## src/rtl/reg_file_pkg.sv

```systemverilog
// reg_file_pkg: shared write-mode encoding for the multi-mode register file
package reg_file_pkg;
  typedef enum logic [1:0] {
    WM_LOAD  = 2'b00,
    WM_CLEAR = 2'b01,
    WM_INC   = 2'b10,
    WM_DEC   = 2'b11
  } wmode_t;
endpackage

```

## src/rtl/reg_next_val.sv

```systemverilog
// reg_next_val: next-value and wrap calculator shared by the write and bypass paths
module reg_next_val
  import reg_file_pkg::*;
#(
  parameter int WIDTH = 8
) (
  input  logic [WIDTH-1:0] cur,
  input  wmode_t           mode,
  input  logic [WIDTH-1:0] wdata,
  output logic [WIDTH-1:0] next,
  output logic             wrap
);
  always_comb begin
    next = mode == WM_LOAD  ? wdata :
           mode == WM_CLEAR ? '0 :
           mode == WM_INC   ? cur + WIDTH'(1) : cur - WIDTH'(1);
    wrap = (mode == WM_INC && &cur) || (mode == WM_DEC && ~|cur);
  end
endmodule

```

## src/rtl/reg_file_mw.sv

```systemverilog
// reg_file_mw: DEPTH x WIDTH register bank, one multi-mode write port, two bypassed read ports
module reg_file_mw
  import reg_file_pkg::*;
#(
  parameter  int WIDTH    = 8,
  parameter  int DEPTH    = 8,
  parameter  int ZERO_REG = 0,
  parameter  int BYPASS   = 1,
  localparam int ADDR_W   = $clog2(DEPTH)
) (
  input  logic              clk,
  input  logic              rst,
  input  logic              we,
  input  logic [1:0]        wmode,
  input  logic [ADDR_W-1:0] waddr,
  input  logic [WIDTH-1:0]  wdata,
  input  logic [ADDR_W-1:0] raddr_a,
  output logic [WIDTH-1:0]  rdata_a,
  input  logic [ADDR_W-1:0] raddr_b,
  output logic [WIDTH-1:0]  rdata_b,
  output logic [DEPTH-1:0]  written,
  output logic              wovf
);
  localparam logic [ADDR_W:0] DL = (ADDR_W + 1)'(DEPTH);
  logic [WIDTH-1:0] regs [DEPTH];
  logic [WIDTH-1:0] nxt;
  logic             wrap;
  logic             wen;
  assign wen = we && {1'b0, waddr} < DL && !(ZERO_REG != 0 && waddr == '0);
  reg_next_val #(.WIDTH(WIDTH)) u_nv (
    .cur  (regs[waddr]),
    .mode (wmode_t'(wmode)),
    .wdata(wdata),
    .next (nxt),
    .wrap (wrap)
  );
  always_ff @(posedge clk) begin
    if (rst) begin
      for (int i = 0; i < DEPTH; i++) regs[i] <= '0;
      written <= '0;
      wovf    <= 1'b0;
    end else begin
      wovf <= wen && wrap;
      if (wen) begin
        regs[waddr]    <= nxt;
        written[waddr] <= 1'b1;
      end
    end
  end
  // out-of-range and hardwired-zero addresses win over bypass
  function automatic logic [WIDTH-1:0] rd(input logic [ADDR_W-1:0] a);
    return ({1'b0, a} >= DL || (ZERO_REG != 0 && a == '0)) ? '0 :
           (BYPASS != 0 && wen && a == waddr) ? nxt : regs[a];
  endfunction
  always_comb begin
    rdata_a = rd(raddr_a);
    rdata_b = rd(raddr_b);
  end
endmodule

```

## config.mk

```make
export PLATFORM = sky130hd
export DESIGN_NAME = reg_file_mw
export DESIGN_NICKNAME = d
export VERILOG_FILES = /design/src/rtl/reg_file_pkg.sv /design/src/rtl/reg_next_val.sv /design/src/rtl/reg_file_mw.sv
export SDC_FILE = /design/constraint.sdc
export NUM_CORES = 1
export LEC_CHECK = 0
export CORE_MARGIN = 2
export CORE_UTILIZATION = 50
export DETAILED_ROUTE_END_ITERATION = 16
export PLACE_DENSITY = 0.71
export RECOVER_POWER = 100
export SYNTH_ARGS = -nofsm -noshare
export SYNTH_HDL_FRONTEND = slang
export SYNTH_SLANG_ARGS = --single-unit
```

## constraint.sdc

```tcl
create_clock -name clk -period 8.8 [get_ports clk]
set_clock_uncertainty 0.15 [all_clocks]
set_input_delay 1.76 -clock clk [delete_from_list [all_inputs] [get_ports clk]]
set_output_delay 1.76 -clock clk [all_outputs]
set_load 0.01 [all_outputs]
```

# Word level (Yosys, flattened, before mapping)
# Memory sizes are Yosys's and may differ from the RTL's.
# Index checks and enable logic that the tools add are counted.
[totals]
regBits = 9
ram_bits = 64
inputBits = 22
output_inout_bits = 25
elab_cells = 40
memories = 1
[memory_table]
columns = ["name", "words", "width", "rd", "rd_ports_with_merged_regs", "write_ports", "line_no", "source"]
rows = [
  ["regs", 8, 8, 3, 0, 8, "reg_file_mw.sv:25", "logic [WIDTH-1:0] regs [DEPTH];"],
]
[op_classes]
addsub = 2
order_cmp = 2
eq_ne = 5
mux = 15
bitwise_logic = 1
n_reduce_logical = 12
[ops]
columns = ["cell", "count"]
rows = [
  ["2-to-1 mux 8 bit", 6],
  ["OR reduction 8 bit", 2],
  ["adder 8 x 1 -> 8 bit (second input constant)", 1],
  ["bitwise OR 8 bit", 1],
  ["AND reduction 8 bit", 1],
  ["subtractor 8 x 1 -> 8 bit (second input constant)", 1],
  ["2-to-1 mux 1 bit", 7],
  ["equality test 3 bit", 2],
  ["logical AND 1 bit", 6],
  ["equality test 2 bit (second input constant)", 2],
  ["less-than comparator 3 x 4 -> 1 bit (second input constant)", 1],
  ["demux 1 bit (select 3 bit)", 1],
  ["greater-or-equal comparator 3 x 1 -> 1 bit (second input constant)", 1],
  ["2-to-1 mux 3 bit", 1],
  ["equality test 2 x 1 -> 1 bit (second input constant)", 1],
  ["logical NOT 2 bit", 1],
  ["logical NOT 1 bit", 1],
  ["logical OR 1 bit", 1],
]

# Longest topological paths before layout
# An unclocked memory read counts as a cell.
[logic_depth]
word_depth = 6
depth_mapped = 15
depth_no_buf = 11

# Cells and area by module
# From an unflattened synthesis, not the netlist that was laid out.
[unflattened]
cells_unflattened = 369
hier_area_um2 = 5043.6
[by_module_without_submodules]
columns = ["mod", "n_inst", "cells_per_inst", "area_per_inst_um2", "seq_area_each_um2"]
rows = [
  ["reg_file_mw", 1, 295, 4536.9, 2102.0],
  ["reg_next_val", 1, 74, 506.7, 0.0],
]

# Least setup slack after synthesis
# Ideal clock, no wire load.
[synth_path]
path_type = "input to output"
from = "input waddr[2]"
to = "output rdata_a[7]"
arrival_time_ns = 4.828
required_ns = 6.890
path_slack_ns = 2.062
stages = 13
path_buffers = 3
path_cell_list = "clkbuf_1 > clkbuf_1 > mux4_2 > mux2i_1 > inv_1 > ha_1 > clkbuf_1 > a21o_1 > a311oi_1 > nor2_1 > or4_4 > a32oi_4 > mux2i_1"
[synth_via]
elab_chain_cells = 6
word_cells_on_any_way = 9
cone_classes = "add/sub: 2; eq/ne: 1; mux: 4; reduce/logical: 1; memory: 1"
[synth_lines]
columns = ["item", "line_no", "source"]
rows = [
  ["from (decl)", "reg_file_mw.sv:15", "input logic [ADDR_W-1:0] waddr,"],
  ["memory read (8 x 8 bit)", "n/a", ""],
  ["subtractor 8 x 1 -> 8 bit / adder 8 x 1 -> 8 bit (equally long branches)", "reg_next_val.sv:16", "mode == WM_INC ? cur + WIDTH'(1) : cur - WIDTH'(1);"],
  ["2-to-1 mux 8 bit", "reg_next_val.sv:16", ""],
  ["2-to-1 mux 8 bit", "reg_next_val.sv:15", "mode == WM_CLEAR ? '0 :"],
  ["2-to-1 mux 8 bit", "reg_next_val.sv:14", "next = mode == WM_LOAD ? wdata :"],
  ["2-to-1 mux 8 bit *", "reg_file_mw.sv:53", "(BYPASS != 0 && wen && a == waddr) ? nxt : regs[a];"],
  ["to (decl)", "reg_file_mw.sv:18", "output logic [WIDTH-1:0] rdata_a,"],
]
# Every way passes the cells marked *; elsewhere a longest branch is shown, timed or not.

# Final worst setup path
[layout_path]
from = "input waddr[2]"
to = "output rdata_b[7]"
[layout_via]
elab_chain_cells = 6
word_cells_on_any_way = 9
cone_classes = "add/sub: 2; eq/ne: 1; mux: 4; reduce/logical: 1; memory: 1"
[layout_lines]
columns = ["item", "line_no", "source"]
rows = [
  ["memory read (8 x 8 bit)", "n/a", ""],
  ["subtractor 8 x 1 -> 8 bit / adder 8 x 1 -> 8 bit (equally long branches)", "reg_next_val.sv:16", ""],
  ["2-to-1 mux 8 bit", "reg_next_val.sv:16", ""],
  ["2-to-1 mux 8 bit", "reg_next_val.sv:15", ""],
  ["2-to-1 mux 8 bit", "reg_next_val.sv:14", ""],
  ["2-to-1 mux 8 bit *", "reg_file_mw.sv:53", ""],
  ["to (decl)", "reg_file_mw.sv:20", "output logic [WIDTH-1:0] rdata_b,"],
]
# Marked as above.

==> flow_summary_export.csv <==
group,metric,value,unit
status,status,"complete, no violations",
die,core_area,0.00920,sq mm
die,rows,35,
worst_setup_path,critPathRequiredTime,6.89,ns
die,ioPinCount,47,
sta,final-setup-viol-count,0,
sta,slew_headroom,39.4,%
worst_setup_path,start_kind,"input pin",
clock_network,cts_sinks,73,
power,peakVddDrop,0.0000731,V
global_routing,grt_usage,26.3,%
drt,vias,3538,
yosys,synth_nets,420,
place,hpwlAfterDp,8700,um
sta,finalHoldViolCount,0,
clock_network,cts_hold_buf,0,
global_routing,grt_max_degree,27,
clock_network,numCtsBuffers,9,
yosys,synth_cells,391,
die,die_h,101,um
yosys,synth.area.top_cells,"edfxtp_1, mux4_2, nor2_1, mux2i_1, dfxtp_1",
drt,drc_errors,0,
global_routing,antenna_found_initial,0,
sta,worstMarginPinSlew,0.909,ns
clock_network,clk_latency,0.35,ns
yosys,synth_flop_cell,"edfxtp_1",
power,power_density,160,mW/mm^2
die,die_x,101,um
clock_network,post_cts_resized,0,
clock_network,cts_tree,"yes",
clock_network,cts_root_buf,"clkbuf_8",
worst_setup_path,slowest_stage,"dlygate4sd3_1",
layout,syn2layout_area_growth,15.6,%
die,die_area,0.0102,sq mm
drt,firstDrtPassIters,5,
drt,drt_iter0_markers,458,
global_routing,grt.overflow.total,0,
yosys,seq_area_frac_synth,44.5,%
layout,final_nets,461,
global_routing,grt_first_pass_wirelength,19600,um
worst_setup_path,crit_family,"buffers and inverters",
worst_setup_path,arrival,6.45,ns
layout,design_area,0.00546,sq mm
place,gp_congestion,0.844,
yosys,ys_ff_latch,73,
sta,period_share,95.0,%
layout,antennaDiodeCount,0,
power,p_leak,2.06,nW
flow_run,drv_cap,0,
yosys,async_reset_ff_share,0,%
place,post_dp_cell_area,0.00529,sq mm
sta,slew_viol_final,0,
min_path,hp-class,"flop to flop",
yosys,netlist_area,0.00472,sq mm
drt,ant_nets,0,
sta,final.setup.tns,0,ns
yosys,synthTopCellsByCount,"nor2_1, edfxtp_1, mux4_2",
yosys,yosys.area.top_type_share,40.7,%
clock_network,clockBufferDepth,2,
worst_setup_path,worstPathMaxFanout,19,
drt,wire_per_inst,23.3,um
layout,drive_gt1_share,17.8,%
global_routing,grt_pass1_vias,3401,
drt,routed_wl,12800,um
clock_network,post_cts_buffers,0,
worst_setup_path,worstPathCellList,"dlygate4sd3_1 -> clkbuf_1 -> nor3b_1 -> a311o_1 -> a211oi_1 -> inv_1 -> ha_1 -> o21ai_0 -> nor2_1 -> or4_1 -> a32oi_4 -> mux2i_1 -> clkdlybuf4s50_1",
sta,fmax,120,MHz
drt,viasPerCell,6.46,
place,portBuffers,46,
die,initial_utilization,51.3,%
yosys,yosysUniqueCellTypes,44,
worst_setup_path,crit_path_end_kind,"primary output",
yosys,synth.largest_area_cell,"edfxtp_1",
worst_setup_path,critPathMaxStageDelay,1.11,ns
yosys,synth_most_common_cell,"nor2_1",
yosys,synth-edff-count,64,
layout,fillers,750,
clock_network,path_clk_slew,0.08,ns
worst_setup_path,crit_type,"input pin to primary output",
sta,period_minus_slack,8.36,ns
sta,rsz0062_at_grt,"false",
yosys,synth_warnings,0,
clock_network,ctsHtreeMaxLevel,3,
worst_setup_path,path_buf_inv,4,
yosys,syn_avg_cell_area,12.1,sq um
where the power goes:
group / internal, mW / switching (mW) / total (mW) / leakage [nW]
Combinational: 0.0955 / 0.117 / 0.213 / 1.23
Sequential: 0.392 / 0.0116 / 0.404 / 0.735
Clock: 0.121 / 0.134 / 0.255 / 0.0954
cells by family (layout without fill, tap and decap cells):
group                    after synthesis  after routing  synth area share (%)
buffers and inverters                 45             91                  3.87
XOR/XNOR                              11             11                  2.04
AND/OR/NAND/NOR                      133            133                  13.2
adder cells (fa/ha/maj)                7              7                  2.01
flip-flops                            73             73                  44.5
multiplexers                          76             76                  28.1
AO/OA/AOI/OAI                         46             46                  6.28
cells in the final DEF (no fill, tap or decap), types with 2 or more instances in the layout:
master and n:
nor2_1 71, edfxtp_1 64, mux4_2 41, dlygate4sd3_1 25, o21ai_0 23, clkdlybuf4s50_1 21, mux2i_1 20, nand2_1 19
inv_1 17, mux2_2 12, nand2b_1 11, clkbuf_8 9, dfxtp_1 9, nand4_1 8, buf_4 7, xnor2_1 6
a22oi_1 6, ha_1 6, clkbuf_1 6, a21oi_1 5, nand3_1 5, xor2_1 5, nand3b_1 4, nor3_1 4
a21o_1 4, mux4_1 2, nor4_1 2, a31oi_1 2, or4_1 2
final timing paths:
| kind | slack (ns) | from | cells after the start | end |
|---|---|---|---|---|
| min | 0.32 | written[1]$_SDFFE_PP0P_ | 2 | written[1]$_SDFFE_PP0P_ |
| max reg2reg | 5.08 | regs[5][2]$_SDFFCE_PN0P_ | 10 | regs[5][7]$_SDFFCE_PN0P_ |
| min reg2reg | 0.32 | written[1]$_SDFFE_PP0P_ | 2 | written[1]$_SDFFE_PP0P_ |
| max | 0.44 | waddr[2] | 13 | rdata_b[7] |
worst reg2reg max path, cell delays in order, from the launching register on:
cell	delay, ns
edfxtp_1	0.44
mux4_1	0.51
mux2i_1	0.26
inv_1	0.08
ha_1	0.35
a21o_1	0.24
a311oi_1	0.29
nor2_1	0.10
or4_1	0.52
a32oi_4	0.43
nor2_1	0.07
layer usage:
layer / GRT usage, % / vias up / wire [um] / part of all wire (%)
met5: 0 / - / 0 / 0
met4: 9.88 / 0 / 362 / 2.8
met3: 4.14 / 31 / 1160 / 9.1
met2: 41.5 / 211 / 6130 / 48
met1: 37.2 / 1737 / 5130 / 40
li1: - / 1559 / - / -
cell type report:
cell class	instances	area, sq um	area share [%]
inverters	17	63.8	1.17
clock buffers	11	153	2.80
repair buffers	58	532	9.74
multi-input cells	273	2430	44.6
well taps	111	139	2.54
clock inverters	5	36.3	0.665
flip-flops and latches	73	2100	38.5
flip-flops by register name, summed over array words and instances (netlist names):
| register | cells |
|---|---|
| written | 8 |
| wovf | 1 |
| regs | 64 |
stage by stage:
step	hold slack (ns)	setup slack [ns]	util, %	power, mW	cells
4_1_cts	0.331	0.753	59.6	0.878	548
3_3_place_gp	0.308	0.911	57.6	0.626	532
5_1_grt	0.351	0.324	59.4	0.901	548
2_1_floorplan	0.339	2.06	-	0.548	391
6_report	0.321	0.442	59.4	0.871	548
3_5_place_dp	0.309	0.762	57.6	0.630	532
No activity file was read; power rests on OpenSTA's default activity.
